==> config.mk <==
export PLATFORM = sky130hd
export DESIGN_NAME = memory_port_arbiter
export DESIGN_NICKNAME = d
export VERILOG_FILES = /design/src/rtl/memory_port_arbiter_pkg.sv /design/src/rtl/memory_port_arbiter.sv
export SDC_FILE = /design/constraint.sdc
export NUM_CORES = 1
export LEC_CHECK = 0
export BUFFER_PORTS_ARGS = -buffer_cell sky130_fd_sc_hd__buf_2
export CAP_MARGIN = 20
export CELL_PAD_IN_SITES_DETAIL_PLACEMENT = 1
export CELL_PAD_IN_SITES_GLOBAL_PLACEMENT = 1
export CORE_ASPECT_RATIO = 0.8
export CORE_MARGIN = 3
export CORE_UTILIZATION = 33
export CTS_BUF_LIST = sky130_fd_sc_hd__clkbuf_8
export DETAILED_ROUTE_END_ITERATION = 7
export PLACE_DENSITY = 0.75
export RECOVER_POWER = 100
export SLEW_MARGIN = 5
export SYNTH_ARGS = -nofsm -noshare
export SYNTH_HDL_FRONTEND = slang
export SYNTH_SLANG_ARGS = --single-unit
==> constraint.sdc <==
create_clock -name clock -period 2.4 [get_ports clock]
set_input_delay 0 -clock clock [delete_from_list [all_inputs] [get_ports clock]]
set_output_delay 0 -clock clock [all_outputs]
set_load 0.02 [all_outputs]
==> src/rtl/memory_port_arbiter_pkg.sv <==
// Shared types and grant policy for the fetch/data memory port arbiter.
package memory_port_arbiter_pkg;

  typedef logic [31:0] regval_t;

  typedef enum logic [1:0] {Idle, Access, Respond} arb_state_t;
  typedef enum logic {OwnerFetch, OwnerData} arb_owner_t;

  localparam int unsigned StreakWidth = 4;
  typedef logic [StreakWidth-1:0] streak_t;

  // Data wins unless the waiting fetch has already been passed over max_streak times.
  function automatic arb_owner_t select_owner(
    input logic    fetch_request,
    input logic    fetch_flush,
    input logic    data_request,
    input streak_t streak,
    input streak_t max_streak
  );
    if (fetch_request && !fetch_flush && (!data_request || streak == max_streak)) begin
      return OwnerFetch;
    end
    return OwnerData;
  endfunction

endpackage

==> src/rtl/memory_port_arbiter.sv <==
// Arbitrates one non-pipelined memory port between instruction fetch and data accesses,
// with a fetch-starvation streak limit and an access timeout that reports bus_error.
module memory_port_arbiter
  import memory_port_arbiter_pkg::*;
#(
  parameter int unsigned MaxDataStreak = 4,
  parameter int unsigned TimeoutCycles = 255
) (
  input  logic    clock,
  input  logic    reset,
  input  logic    fetch_request,
  input  regval_t fetch_address,
  input  logic    fetch_flush,
  output logic    fetch_done,
  output regval_t fetch_data,
  input  logic    data_request,
  input  logic    data_is_write,
  input  regval_t data_address,
  input  regval_t data_write_value,
  output logic    data_done,
  output regval_t data_read_value,
  output logic    bus_error,
  output regval_t mem_address,
  output logic    mem_read,
  output logic    mem_write,
  output regval_t mem_write_value,
  input  logic    mem_done,
  input  regval_t mem_read_value
);

  localparam streak_t    MaxStreak    = streak_t'(MaxDataStreak);
  localparam logic [7:0] TimeoutLimit = 8'(TimeoutCycles);

  arb_state_t state_q, state_d;
  arb_owner_t owner_q, owner_d, grant_owner;
  streak_t    streak_q, streak_d;
  logic [7:0] timer_q, timer_d, timer_next;
  logic       error_q, error_d, discard_q, discard_d;
  regval_t    rdata_q, rdata_d;
  regval_t    mem_address_q, mem_address_d, mem_write_value_q, mem_write_value_d;
  regval_t    fetch_data_q, fetch_data_d, data_read_value_q, data_read_value_d;
  logic       mem_read_q, mem_read_d, mem_write_q, mem_write_d;
  logic       fetch_done_q, fetch_done_d, data_done_q, data_done_d, bus_error_q, bus_error_d;
  logic       grant_valid, fetch_kept;

  always_comb begin
    grant_valid = (fetch_request && !fetch_flush) || data_request;
    grant_owner = select_owner(fetch_request, fetch_flush, data_request, streak_q, MaxStreak);
    timer_next  = timer_q + 8'd1;
    // A flush arriving in Respond still has to cancel the pulse registered at the end of it.
    fetch_kept  = !(discard_q || fetch_flush);
  end

  always_comb begin
    state_d           = state_q;
    owner_d           = owner_q;
    streak_d          = streak_q;
    timer_d           = timer_q;
    error_d           = error_q;
    discard_d         = discard_q;
    rdata_d           = rdata_q;
    mem_address_d     = mem_address_q;
    mem_read_d        = mem_read_q;
    mem_write_d       = mem_write_q;
    mem_write_value_d = mem_write_value_q;
    fetch_data_d      = fetch_data_q;
    data_read_value_d = data_read_value_q;
    fetch_done_d      = 1'b0;
    data_done_d       = 1'b0;
    bus_error_d       = 1'b0;

    case (state_q)
      Idle: begin
        if (grant_valid) begin
          state_d   = Access;
          owner_d   = grant_owner;
          timer_d   = '0;
          error_d   = 1'b0;
          discard_d = 1'b0;
          rdata_d   = '0;
          if (grant_owner == OwnerFetch) begin
            mem_address_d     = fetch_address;
            mem_read_d        = 1'b1;
            mem_write_d       = 1'b0;
            mem_write_value_d = '0;
            streak_d          = '0;
          end else begin
            mem_address_d     = data_address;
            mem_read_d        = !data_is_write;
            mem_write_d       = data_is_write;
            mem_write_value_d = data_is_write ? data_write_value : '0;
            if (!fetch_request) begin
              streak_d = '0;
            end else if (streak_q != MaxStreak) begin
              streak_d = streak_q + 4'd1;
            end
          end
        end
      end
      Access: begin
        timer_d = timer_next;
        if (owner_q == OwnerFetch && fetch_flush) begin
          discard_d = 1'b1;
        end
        // mem_done takes precedence over a timeout landing in the same cycle.
        if (mem_done) begin
          rdata_d     = mem_write_q ? '0 : mem_read_value;
          mem_read_d  = 1'b0;
          mem_write_d = 1'b0;
          state_d     = Respond;
        end else if (timer_next == TimeoutLimit) begin
          rdata_d     = '0;
          error_d     = 1'b1;
          mem_read_d  = 1'b0;
          mem_write_d = 1'b0;
          state_d     = Respond;
        end
      end
      Respond: begin
        state_d = Idle;
        if (owner_q == OwnerFetch) begin
          if (fetch_kept) begin
            fetch_done_d = 1'b1;
            fetch_data_d = rdata_q;
            bus_error_d  = error_q;
          end
        end else begin
          data_done_d       = 1'b1;
          data_read_value_d = rdata_q;
          bus_error_d       = error_q;
        end
      end
      default: state_d = Idle;
    endcase
  end

  always_ff @(posedge clock) begin
    if (reset) begin
      state_q           <= Idle;
      owner_q           <= OwnerFetch;
      streak_q          <= '0;
      timer_q           <= '0;
      error_q           <= 1'b0;
      discard_q         <= 1'b0;
      rdata_q           <= '0;
      mem_address_q     <= '0;
      mem_read_q        <= 1'b0;
      mem_write_q       <= 1'b0;
      mem_write_value_q <= '0;
      fetch_data_q      <= '0;
      data_read_value_q <= '0;
      fetch_done_q      <= 1'b0;
      data_done_q       <= 1'b0;
      bus_error_q       <= 1'b0;
    end else begin
      state_q           <= state_d;
      owner_q           <= owner_d;
      streak_q          <= streak_d;
      timer_q           <= timer_d;
      error_q           <= error_d;
      discard_q         <= discard_d;
      rdata_q           <= rdata_d;
      mem_address_q     <= mem_address_d;
      mem_read_q        <= mem_read_d;
      mem_write_q       <= mem_write_d;
      mem_write_value_q <= mem_write_value_d;
      fetch_data_q      <= fetch_data_d;
      data_read_value_q <= data_read_value_d;
      fetch_done_q      <= fetch_done_d;
      data_done_q       <= data_done_d;
      bus_error_q       <= bus_error_d;
    end
  end

  assign mem_address     = mem_address_q;
  assign mem_read        = mem_read_q;
  assign mem_write       = mem_write_q;
  assign mem_write_value = mem_write_value_q;
  assign fetch_done      = fetch_done_q;
  assign fetch_data      = fetch_data_q;
  assign data_done       = data_done_q;
  assign data_read_value = data_read_value_q;
  assign bus_error       = bus_error_q;

endmodule

==> flow_summary.html, run 1 <==
<table>
<tr><th>Metric</th><th>Value</th></tr>
<tr><th colspan="2">Power and ir drop</th></tr>
<tr><td>Power density over cell area</td><td>628 mW/mm2</td></tr>
<tr><td>Max VDD drop</td><td>0.330 mV</td></tr>
<tr><td>Leakage dissipation</td><td>0.00389 uW</td></tr>
<tr><th colspan="2">Die</th></tr>
<tr><td>Number of placement rows</td><td>46</td></tr>
<tr><td>Starting density of the core</td><td>34.5%</td></tr>
<tr><td>Overall die area</td><td>0.0230 mm2</td></tr>
<tr><td>Placeable core area</td><td>0.0203 mm2</td></tr>
<tr><td>Die Height</td><td>136 um</td></tr>
<tr><td>Boundary Pins</td><td>268</td></tr>
<tr><td>Horizontal die dimension</td><td>169 um</td></tr>
<tr><th colspan="2">Placement</th></tr>
<tr><td>Placed insts</td><td>1,273</td></tr>
<tr><td>Half-perimeter wire length after detailed placement</td><td>15,500 um</td></tr>
<tr><td>Instance area after placement</td><td>0.00865 mm2</td></tr>
<tr><td>Global placement routability congestion</td><td>0.799</td></tr>
<tr><td>Number of port buffers</td><td>267</td></tr>
<tr><th colspan="2">Worst hold path</th></tr>
<tr><td>Worst hold path class</td><td>in -&gt; reg</td></tr>
<tr><td>Worst Hold Depth</td><td>4</td></tr>
<tr><td>Hold_sp</td><td>mem_read_value[19]</td></tr>
<tr><td>Worst Hold End</td><td>rdata_q[19]</td></tr>
<tr><th colspan="2">STA</th></tr>
<tr><td>Clock Skews</td><td>0.0238 ns</td></tr>
<tr><td>Number of hold violations in the final report</td><td>0</td></tr>
<tr><td>Min cycle time layout</td><td>2.31 ns</td></tr>
<tr><td>Final-report setup violation count</td><td>0</td></tr>
<tr><td>Timing-limited maximum frequency</td><td>433 MHz</td></tr>
<tr><td>Slew at the pin closest to its max-slew limit</td><td>0.899 ns</td></tr>
<tr><td>Max-Slew Margin vs Limit</td><td>40.1%</td></tr>
<tr><td>Unrepaired setup endpoints after global routing</td><td>yes</td></tr>
<tr><td>Period Utilization, post-route</td><td>96.3%</td></tr>
<tr><td>Max-slew violation count</td><td>0</td></tr>
<tr><th colspan="2">Detailed routing</th></tr>
<tr><td>Routed wire length per instance</td><td>17.8 um</td></tr>
<tr><td>Violation count after the first detailed-routing iteration</td><td>367</td></tr>
<tr><td>Antenna Violating Nets Remaining</td><td>0</td></tr>
<tr><td>Post-route DRC</td><td>0</td></tr>
<tr><td>Detail-routed via count per cell</td><td>4.92</td></tr>
<tr><td>Routed Wire Length</td><td>25,600 um</td></tr>
<tr><td>Total number of vias</td><td>7,085</td></tr>
<tr><td>Initial DRT Pass Iterations</td><td>4</td></tr>
<tr><th colspan="2">Global routing</th></tr>
<tr><td>Largest net degree at the start of global routing</td><td>73</td></tr>
<tr><td>Tot GR Track Use</td><td>21.9%</td></tr>
<tr><td>Global-route wire length before repair</td><td>40,200 um</td></tr>
<tr><td>Number of antenna violations at the first check in global routing</td><td>0</td></tr>
<tr><td>Overflow left after global routing</td><td>0</td></tr>
<tr><td>Via count of the first global-routing pass</td><td>7,631</td></tr>
<tr><th colspan="2">Worst setup path</th></tr>
<tr><td>Arrival time at the worst endpoint</td><td>2.65 ns</td></tr>
<tr><td>Number of cells on the critical path</td><td>8</td></tr>
<tr><td>Buffers and inverters on the worst path</td><td>3</td></tr>
<tr><td>Delay contributed by the slowest stage of the critical path</td><td>0.62 ns</td></tr>
<tr><td>Kind of end point of the critical path</td><td>flip-flop</td></tr>
<tr><td>Reg2reg end</td><td>mem_address[5]</td></tr>
<tr><td>R2R cell count</td><td>8</td></tr>
<tr><td>Worst-path fanout max</td><td>18</td></tr>
<tr><td>Startpoint class of the critical path</td><td>flip-flop</td></tr>
<tr><td>Critical path, cell by cell</td><td>inv_1 &gt; ha_1 &gt; nand3b_1 &gt; a21boi_4 &gt; buf_12 &gt; mux2i_1 &gt; dlygate4sd3_1 &gt; a211oi_1</td></tr>
<tr><td>CP Data Required Time</td><td>2.74 ns</td></tr>
<tr><td>Setup Crit Path Kind</td><td>reg -&gt; reg</td></tr>
<tr><td>R2R Setup Slk</td><td>0.09 ns</td></tr>
<tr><td>Family of cells with the greatest summed delay on the critical path</td><td>buffers and inverters</td></tr>
<tr><td>Source of the worst register-to-register timing path</td><td>streak_q[1]</td></tr>
<tr><td>Cell with the biggest individual delay on the critical path</td><td>sky130_fd_sc_hd__dlygate4sd3_1</td></tr>
<tr><th colspan="2">Final layout</th></tr>
<tr><td>ANT cells</td><td>0</td></tr>
<tr><td>Leading cell types in the layout, fill and taps excluded</td><td>182 x sky130_fd_sc_hd__dfxtp_1, 163 x sky130_fd_sc_hd__nand2_1, 134 x sky130_fd_sc_hd__dlygate4sd3_1, 134 x sky130_fd_sc_hd__clkbuf_1, 133 x sky130_fd_sc_hd__buf_2</td></tr>
<tr><td>Share of post-route cells with drive strength above 1</td><td>19.4%</td></tr>
<tr><td>Design Area, Final</td><td>0.0103 mm2</td></tr>
<tr><td>Leading cell type in the layout, fill and taps excluded</td><td>sky130_fd_sc_hd__dfxtp_1</td></tr>
<tr><td>Sequential cell area</td><td>0.00364 mm2</td></tr>
<tr><td>Final Instance Count excl. Fillers</td><td>1,441</td></tr>
<tr><td>Synth-to-layout area growth</td><td>46.8%</td></tr>
<tr><td>Area of the multi-input gates</td><td>0.00295 mm2</td></tr>
<tr><td>Nets</td><td>1,303</td></tr>
<tr><td>Fillers</td><td>2,464</td></tr>
<tr><th colspan="2">Logic synthesis</th></tr>
<tr><td>Total standard cell area after synthesis</td><td>0.00700 mm2</td></tr>
<tr><td>Post-synth EDFFs</td><td>0</td></tr>
<tr><td>Share of flip-flops with an asynchronous set or reset after synthesis</td><td>0%</td></tr>
<tr><td>Number of distinct library cell variants in the gate-level netlist after synthesis</td><td>47</td></tr>
<tr><td>Seq/Total Area, Yosys</td><td>52.0%</td></tr>
<tr><td>Dominant register cell in the synthesized netlist</td><td>sky130_fd_sc_hd__dfxtp_1</td></tr>
<tr><td>Post-synth net total</td><td>914</td></tr>
<tr><td>Mean area per synthesized cell</td><td>9.03 um2</td></tr>
<tr><td>Count of state elements after synthesis</td><td>182</td></tr>
<tr><td>Yosys warnings</td><td>0</td></tr>
<tr><td>Synthesized netlist cell count</td><td>775</td></tr>
<tr><th colspan="2">CTS</th></tr>
<tr><td>Cts bufs inserted</td><td>17</td></tr>
<tr><td>Clock latency at the later pin of the worst-skew pair</td><td>0.47 ns</td></tr>
<tr><td>Total clock sinks</td><td>182</td></tr>
<tr><td>Clock tree from TritonCTS</td><td>done</td></tr>
<tr><td>Cell at the root of the clock tree</td><td>sky130_fd_sc_hd__clkbuf_8</td></tr>
<tr><td>Clk pin slew, worst setup/hold paths</td><td>0.11 ns</td></tr>
<tr><td>Buffers from clock root to sink, at most</td><td>2</td></tr>
<tr><td>Number of H-tree levels</td><td>4</td></tr>
<tr><th colspan="2">Run status</th></tr>
<tr><td>Run status</td><td>finished, final reports clean</td></tr>
<tr><th colspan="2">Job</th></tr>
<tr><td>Number of max-cap violations</td><td>0</td></tr>
</table>
state kept, by name, summed over array words and instances, names as in the netlist:
signal,flops
data_read_value,32
streak_q,4
rdata_q,32
data_done,1
mem_write_value,32
mem_write,1
mem_address,32
fetch_done,1
fetch_data,32
error_q,1
state_q,2
owner_q,1
timer_q,8
mem_read,1
bus_error,1
discard_q,1
cells by family (layout without fill, tap and decap cells):
| family | Yosys count | in the layout | synth area share (%) |
|---|---|---|---|
| AO/OA/AOI/OAI | 202 | 202 | 20.9 |
| XOR/XNOR | 3 | 3 | 0.375 |
| adder cells (fa/ha/maj) | 4 | 4 | 0.715 |
| buffers and inverters | 100 | 502 | 6.38 |
| flip-flops | 182 | 182 | 52.0 |
| multiplexers | 32 | 32 | 4.58 |
| AND/OR/NAND/NOR | 252 | 252 | 15.0 |
Yosys cell counts (3+ instances only):
cell type	n	area [um2]
sky130_fd_sc_hd__o31ai_1	15	113
sky130_fd_sc_hd__o31ai_2	21	263
sky130_fd_sc_hd__buf_6	5	56.3
sky130_fd_sc_hd__nand3_1	4	20.0
sky130_fd_sc_hd__nand2_1	163	612
sky130_fd_sc_hd__or2_2	3	18.8
sky130_fd_sc_hd__nor2_1	54	203
sky130_fd_sc_hd__nor4_1	3	18.8
sky130_fd_sc_hd__nand2b_1	3	18.8
sky130_fd_sc_hd__buf_2	3	15.0
sky130_fd_sc_hd__and3_1	3	18.8
sky130_fd_sc_hd__dlygate4sd1_1	5	43.8
sky130_fd_sc_hd__o21ai_0	8	40.0
sky130_fd_sc_hd__dfxtp_1	182	3640
sky130_fd_sc_hd__a211oi_1	35	263
sky130_fd_sc_hd__mux2i_1	32	320
sky130_fd_sc_hd__ha_1	4	50.1
sky130_fd_sc_hd__a31oi_1	5	31.3
sky130_fd_sc_hd__a22o_1	32	280
sky130_fd_sc_hd__nor3_1	3	15.0
sky130_fd_sc_hd__inv_1	42	158
sky130_fd_sc_hd__a21oi_1	75	375
sky130_fd_sc_hd__clkbuf_1	41	154
per-layer routing:
layer	wire length (um)	share of wire (%)	GRT usage, %
met1	10600	41	26.1
met2	13100	51	39.2
met5	0	0	0
met3	1400	5.5	5.58
met4	462	1.8	5.86
worst max-delay path by stage:
stage                start              to  slack [ns]
3_3_place_gp    timer_q[3]     rdata_q[18]        0.19
6_report       streak_q[1]  mem_address[5]        0.09
5_1_grt        streak_q[1]  mem_address[0]       -0.02
2_1_floorplan   timer_q[0]        mem_read        0.14
3_5_place_dp    timer_q[3]      rdata_q[2]        0.16
4_1_cts        streak_q[1]  mem_address[8]        0.09
worst reg2reg max path, stage by stage, from the launching register on:
cell and delay [ns]:
sky130_fd_sc_hd__dfxtp_1 0.34, sky130_fd_sc_hd__inv_1 0.08, sky130_fd_sc_hd__ha_1 0.16, sky130_fd_sc_hd__nand3b_1 0.15, sky130_fd_sc_hd__a21boi_4 0.27, sky130_fd_sc_hd__buf_12 0.23
sky130_fd_sc_hd__mux2i_1 0.26, sky130_fd_sc_hd__dlygate4sd3_1 0.62, sky130_fd_sc_hd__a211oi_1 0.08
metrics by stage:
step | setup slack (ns) | TNS [ns] | hold WS [ns] | utilization (%) | total power [uW]
floorplan | 0.137 | 0 | 0.108 | - | 3800
global placement | 0.193 | 0 | 0.200 | 42.6 | 4140
detailed placement | 0.164 | 0 | 0.199 | 42.6 | 4160
CTS | 0.0877 | 0 | 0.222 | 51.2 | 6510
global route | -0.0209 | -0.0781 | 0.240 | 50.6 | 6750
finish | 0.0899 | 0 | 0.264 | 50.6 | 6450
where the power goes:
part           internal [uW]  switching, uW
logic                    455            616
clock network            886           1270
registers               3150           80.7
total                   4490           1970
layout make-up:
class / instances / area share, %
clock buffer: 17 / 2.28
clock inverter: 15 / 1.73
inverter: 42 / 1.53
multi-input combinational: 493 / 28.7
sequential: 182 / 35.5
tap: 264 / 3.22
timing repair buffer: 428 / 27.1
what timing repair did:
item | 4_1_cts | 5_1_grt
endpoints found under the setup margin | 0 | 25
setup buffers | 0 | 1
endpoints found under the hold margin | 125 | 0
hold buffers | 134 | 0
gates resized for setup | 0 | 2
(Power assumes the default switching activity.)
==> run 2: changes to the inputs <==
--- a/config.mk
+++ b/config.mk
@@ -13,6 +13,5 @@
 export CORE_MARGIN = 3
-export CORE_UTILIZATION = 33
-export CTS_BUF_LIST = sky130_fd_sc_hd__clkbuf_8
+export CORE_UTILIZATION = 32
 export DETAILED_ROUTE_END_ITERATION = 7
-export PLACE_DENSITY = 0.75
+export PLACE_DENSITY = 0.73
 export RECOVER_POWER = 100
--- a/constraint.sdc
+++ b/constraint.sdc
@@ -3,2 +3,2 @@
 set_output_delay 0 -clock clock [all_outputs]
-set_load 0.02 [all_outputs]
+set_load 0.05 [all_outputs]
==> run 2 against run 1 <==
The run now ends with hold timing, setup timing left. Total power grew 13%. Final area grew 2.3%. Largest cell class unchanged. Die area grew 3.0%. Worst hold slack lost 0.30 ns. Critical path depth grew 1. Combinational power grew 24%. Largest power group unchanged. Core utilization shrank 0.78 points. Global-route usage shrank 0.69 points. Via count is essentially flat. Highest routed layer unchanged.
==> flow_summary.html, run 2 (synthesis gave the netlist of run 1 again) <==
<table>
<tr><th>Metric</th><th>Value</th></tr>
<tr><th colspan="2">STA</th></tr>
<tr><td>Clock Skews</td><td>0.0153 ns (was 0.0238 ns)</td></tr>
<tr><td>Number of hold violations in the final report</td><td>1 (was 0)</td></tr>
<tr><td>Max-Slew Margin vs Limit</td><td>46.4% (was 40.1%)</td></tr>
<tr><td>Slew at the pin closest to its max-slew limit</td><td>0.804 ns (was 0.899 ns)</td></tr>
<tr><td>Worst hold slack</td><td>-0.0358 ns (was 0.264 ns)</td></tr>
<tr><td>Final-report setup violation count</td><td>2 (was 0)</td></tr>
<tr><td>Max-slew violation count</td><td>0 (unchanged)</td></tr>
<tr><td>Least setup slack across all paths after layout</td><td>-0.0255 ns (was 0.0899 ns)</td></tr>
<tr><td>Min cycle time layout</td><td>2.43 ns (was 2.31 ns)</td></tr>
<tr><td>Timing-limited maximum frequency</td><td>412 MHz (was 433 MHz)</td></tr>
<tr><td>Period Utilization, post-route</td><td>101% (was 96.3%)</td></tr>
<tr><th colspan="2">Final layout</th></tr>
<tr><td>ANT cells</td><td>0 (unchanged)</td></tr>
<tr><td>Synth-to-layout area growth</td><td>50.2% (was 46.8%)</td></tr>
<tr><td>Share of post-route cells with drive strength above 1</td><td>20.2% (was 19.4%)</td></tr>
<tr><td>Design Area, Final</td><td>0.0105 mm2 (was 0.0103 mm2)</td></tr>
<tr><td>Leading cell type in the layout, fill and taps excluded</td><td>sky130_fd_sc_hd__dfxtp_1 (unchanged)</td></tr>
<tr><td>Leading cell types in the layout, fill and taps excluded</td><td>179 x sky130_fd_sc_hd__dfxtp_1, 163 x sky130_fd_sc_hd__nand2_1, 136 x sky130_fd_sc_hd__clkbuf_1 (was 182 x sky130_fd_sc_hd__dfxtp_1, 163 x sky130_fd_sc_hd__nand2_1, 134 x sky130_fd_sc_hd__dlygate4sd3_1, 134 x sky130_fd_sc_hd__clkbuf_1, 133 x sky130_fd_sc_hd__buf_2)</td></tr>
<tr><td>Fillers</td><td>2,536 (was 2,464)</td></tr>
<tr><td>Nets</td><td>1,305 (was 1,303)</td></tr>
<tr><th colspan="2">Die</th></tr>
<tr><td>Number of placement rows</td><td>47 (was 46)</td></tr>
<tr><td>Die Height</td><td>138 um (was 136 um)</td></tr>
<tr><td>Placeable core area</td><td>0.0211 mm2 (was 0.0203 mm2)</td></tr>
<tr><td>Starting density of the core</td><td>33.2% (was 34.5%)</td></tr>
<tr><td>Horizontal die dimension</td><td>171 um (was 169 um)</td></tr>
<tr><td>Overall die area</td><td>0.0237 mm2 (was 0.0230 mm2)</td></tr>
<tr><td>Boundary Pins</td><td>268 (unchanged)</td></tr>
<tr><th colspan="2">Detailed routing</th></tr>
<tr><td>Routed Wire Length</td><td>26,200 um (was 25,600 um)</td></tr>
<tr><td>Initial DRT Pass Iterations</td><td>5 (was 4)</td></tr>
<tr><td>Antenna Violating Nets Remaining</td><td>0 (unchanged)</td></tr>
<tr><td>Post-route DRC</td><td>0 (unchanged)</td></tr>
<tr><td>Met2 Wirelength</td><td>13,200 um (was 13,100 um)</td></tr>
<tr><td>Detail Route met3 WL</td><td>1290 um (was 1400 um)</td></tr>
<tr><td>Top routing layer in use</td><td>met4 (unchanged)</td></tr>
<tr><td>Detail-routed via count per cell</td><td>4.90 (was 4.92)</td></tr>
<tr><td>Total routed wire length on the met1 layer</td><td>10,900 um (was 10,600 um)</td></tr>
<tr><td>Routed wire length per instance</td><td>18.1 um (was 17.8 um)</td></tr>
<tr><td>Total number of vias</td><td>7,086 (was 7,085)</td></tr>
<tr><td>Violation count after the first detailed-routing iteration</td><td>268 (was 367)</td></tr>
<tr><th colspan="2">Worst setup path</th></tr>
<tr><td>Arrival time at the worst endpoint</td><td>2.71 ns (was 2.65 ns)</td></tr>
<tr><td>Kind of end point of the critical path</td><td>flip-flop (unchanged)</td></tr>
<tr><td>Startpoint class of the critical path</td><td>flip-flop (unchanged)</td></tr>
<tr><td>Worst-path fanout max</td><td>9 (was 18)</td></tr>
<tr><td>CP Data Required Time</td><td>2.69 ns (was 2.74 ns)</td></tr>
<tr><td>Setup Crit Path Kind</td><td>reg -&gt; reg (unchanged)</td></tr>
<tr><th colspan="2">CTS</th></tr>
<tr><td>Clock latency at the later pin of the worst-skew pair</td><td>0.44 ns (was 0.47 ns)</td></tr>
<tr><td>Number of H-tree levels</td><td>4 (unchanged)</td></tr>
<tr><td>Total clock sinks</td><td>182 (unchanged)</td></tr>
<tr><td>Clock tree from TritonCTS</td><td>done (unchanged)</td></tr>
<tr><td>Buffers from clock root to sink, at most</td><td>2 (unchanged)</td></tr>
<tr><td>Cts bufs inserted</td><td>17 (unchanged)</td></tr>
<tr><td>Cell at the root of the clock tree</td><td>sky130_fd_sc_hd__clkbuf_16 (was sky130_fd_sc_hd__clkbuf_8)</td></tr>
<tr><td>Clk pin slew, worst setup/hold paths</td><td>0.08 ns (was 0.11 ns)</td></tr>
<tr><th colspan="2">Placement</th></tr>
<tr><td>Half-perimeter wire length after detailed placement</td><td>15,300 um (was 15,500 um)</td></tr>
<tr><td>Number of port buffers</td><td>267 (unchanged)</td></tr>
<tr><td>Post-placement setup slack</td><td>0.0552 ns (was 0.164 ns)</td></tr>
<tr><td>Global placement routability congestion</td><td>0.769 (was 0.799)</td></tr>
<tr><td>Instance area after placement</td><td>0.00862 mm2 (was 0.00865 mm2)</td></tr>
<tr><th colspan="2">Power and ir drop</th></tr>
<tr><td>Share of total power in sequential cells</td><td>44.1% (was 50.0%)</td></tr>
<tr><td>Share of power burned in the clock network</td><td>37.7% (was 33.4%)</td></tr>
<tr><td>Logic pwr share</td><td>18.1% (was 16.6%)</td></tr>
<tr><td>Leakage dissipation</td><td>0.00399 uW (was 0.00389 uW)</td></tr>
<tr><td>Max VDD drop</td><td>0.389 mV (was 0.330 mV)</td></tr>
<tr><td>Switching share of power</td><td>31.3% (was 30.5%)</td></tr>
<tr><td>Power dissipated by switching net loads</td><td>2290 uW (was 1970 uW)</td></tr>
<tr><td>Cell-internal power</td><td>5020 uW (was 4490 uW)</td></tr>
<tr><td>Power density over cell area</td><td>696 mW/mm2 (was 628 mW/mm2)</td></tr>
<tr><th colspan="2">Job</th></tr>
<tr><td>Number of max-cap violations</td><td>0 (unchanged)</td></tr>
<tr><th colspan="2">Global routing</th></tr>
<tr><td>Number of antenna violations at the first check in global routing</td><td>0 (unchanged)</td></tr>
<tr><td>Via count of the first global-routing pass</td><td>7,604 (was 7,631)</td></tr>
<tr><td>Largest net degree at the start of global routing</td><td>62 (was 73)</td></tr>
<tr><td>Overflow left after global routing</td><td>0 (unchanged)</td></tr>
<tr><td>Global-route wire length before repair</td><td>40,400 um (was 40,200 um)</td></tr>
<tr><td>Tot GR Track Use</td><td>21.2% (was 21.9%)</td></tr>
<tr><th colspan="2">Run status</th></tr>
<tr><td>Run status</td><td>finished with violations (was finished, final reports clean)</td></tr>
<tr><td>Violated checks</td><td>hold timing, setup timing</td></tr>
<tr><th colspan="2">Worst hold path</th></tr>
<tr><td>Worst hold path class</td><td>in -&gt; reg (unchanged)</td></tr>
</table>
## run 2: worst max-delay path, cell delays in order (launching register included)
cell	delay (ns)
sky130_fd_sc_hd__dfxtp_1	0.34
sky130_fd_sc_hd__inv_1	0.13
sky130_fd_sc_hd__ha_1	0.19
sky130_fd_sc_hd__nand3b_1	0.19
sky130_fd_sc_hd__a21boi_4	0.22
sky130_fd_sc_hd__buf_12	0.14
sky130_fd_sc_hd__clkbuf_16	0.17
sky130_fd_sc_hd__mux2i_1	0.24
sky130_fd_sc_hd__dlygate4sd3_1	0.58
sky130_fd_sc_hd__a211oi_1	0.08
## run 2: stage by stage
| stage | hold WS (ns) | setup TNS (ns) | util, % | std cells | total power (uW) |
|---|---|---|---|---|---|
| floorplan | 0.108 | 0 | - | 775 | 4020 |
| global placement | 0.204 | 0 | 40.8 | 1275 | 4350 |
| detailed placement | 0.211 | 0 | 40.8 | 1275 | 4370 |
| CTS | 0.0894 | 0 | 49.8 | 1438 | 7340 |
| global route | 0.0461 | -1.02 | 49.8 | 1447 | 7640 |
| finish | -0.0358 | -0.0285 | 49.8 | 1447 | 7310 |
## run 2: routing by layer
layer	vias to the layer above	track usage (%)
met4	0	8.34
met3	53	4.74
met2	219	37.5
met1	3373	24.7
li1	3441	-
met5	-	0
## run 2: final cells by class
cell class / instances / area [um2] / area share (%)
well taps: 269 / 337 / 3.20
repair buffers: 430 / 2820 / 26.8
clock inverters: 14 / 158 / 1.50
flip-flops and latches: 182 / 3650 / 34.7
inverters: 42 / 158 / 1.50
clock buffers: 17 / 425 / 4.05
multi-input cells: 493 / 2970 / 28.2
## run 2: power by group through the flow
stage / Clock (uW) / Sequential, uW / Combinational, uW
floorplan: 0 / 3610 / 403
global placement: 0 / 3280 / 1070
detailed placement: 0 / 3290 / 1090
CTS: 2850 / 3220 / 1270
global route: 2980 / 3240 / 1410
finish: 2760 / 3230 / 1330
## run 2: what timing repair did
action | in CTS | in global routing
hold buffers | 132 | 0
setup buffers | 0 | 5
resized for setup | 0 | 10
endpoints found under the hold margin | 103 | 0
endpoints found under the setup margin | 0 | 54
## run 2: worst paths after layout
path                            slack [ns]         endpoint              from  cells after the start
worst max-delay path                 -0.03  mem_address[19]       streak_q[1]                      9
worst min register to register        0.46          error_q           error_q                      1
worst min-delay path                 -0.04   mem_address[9]  fetch_address[9]                      3
worst max register to register       -0.03  mem_address[19]       streak_q[1]                      9
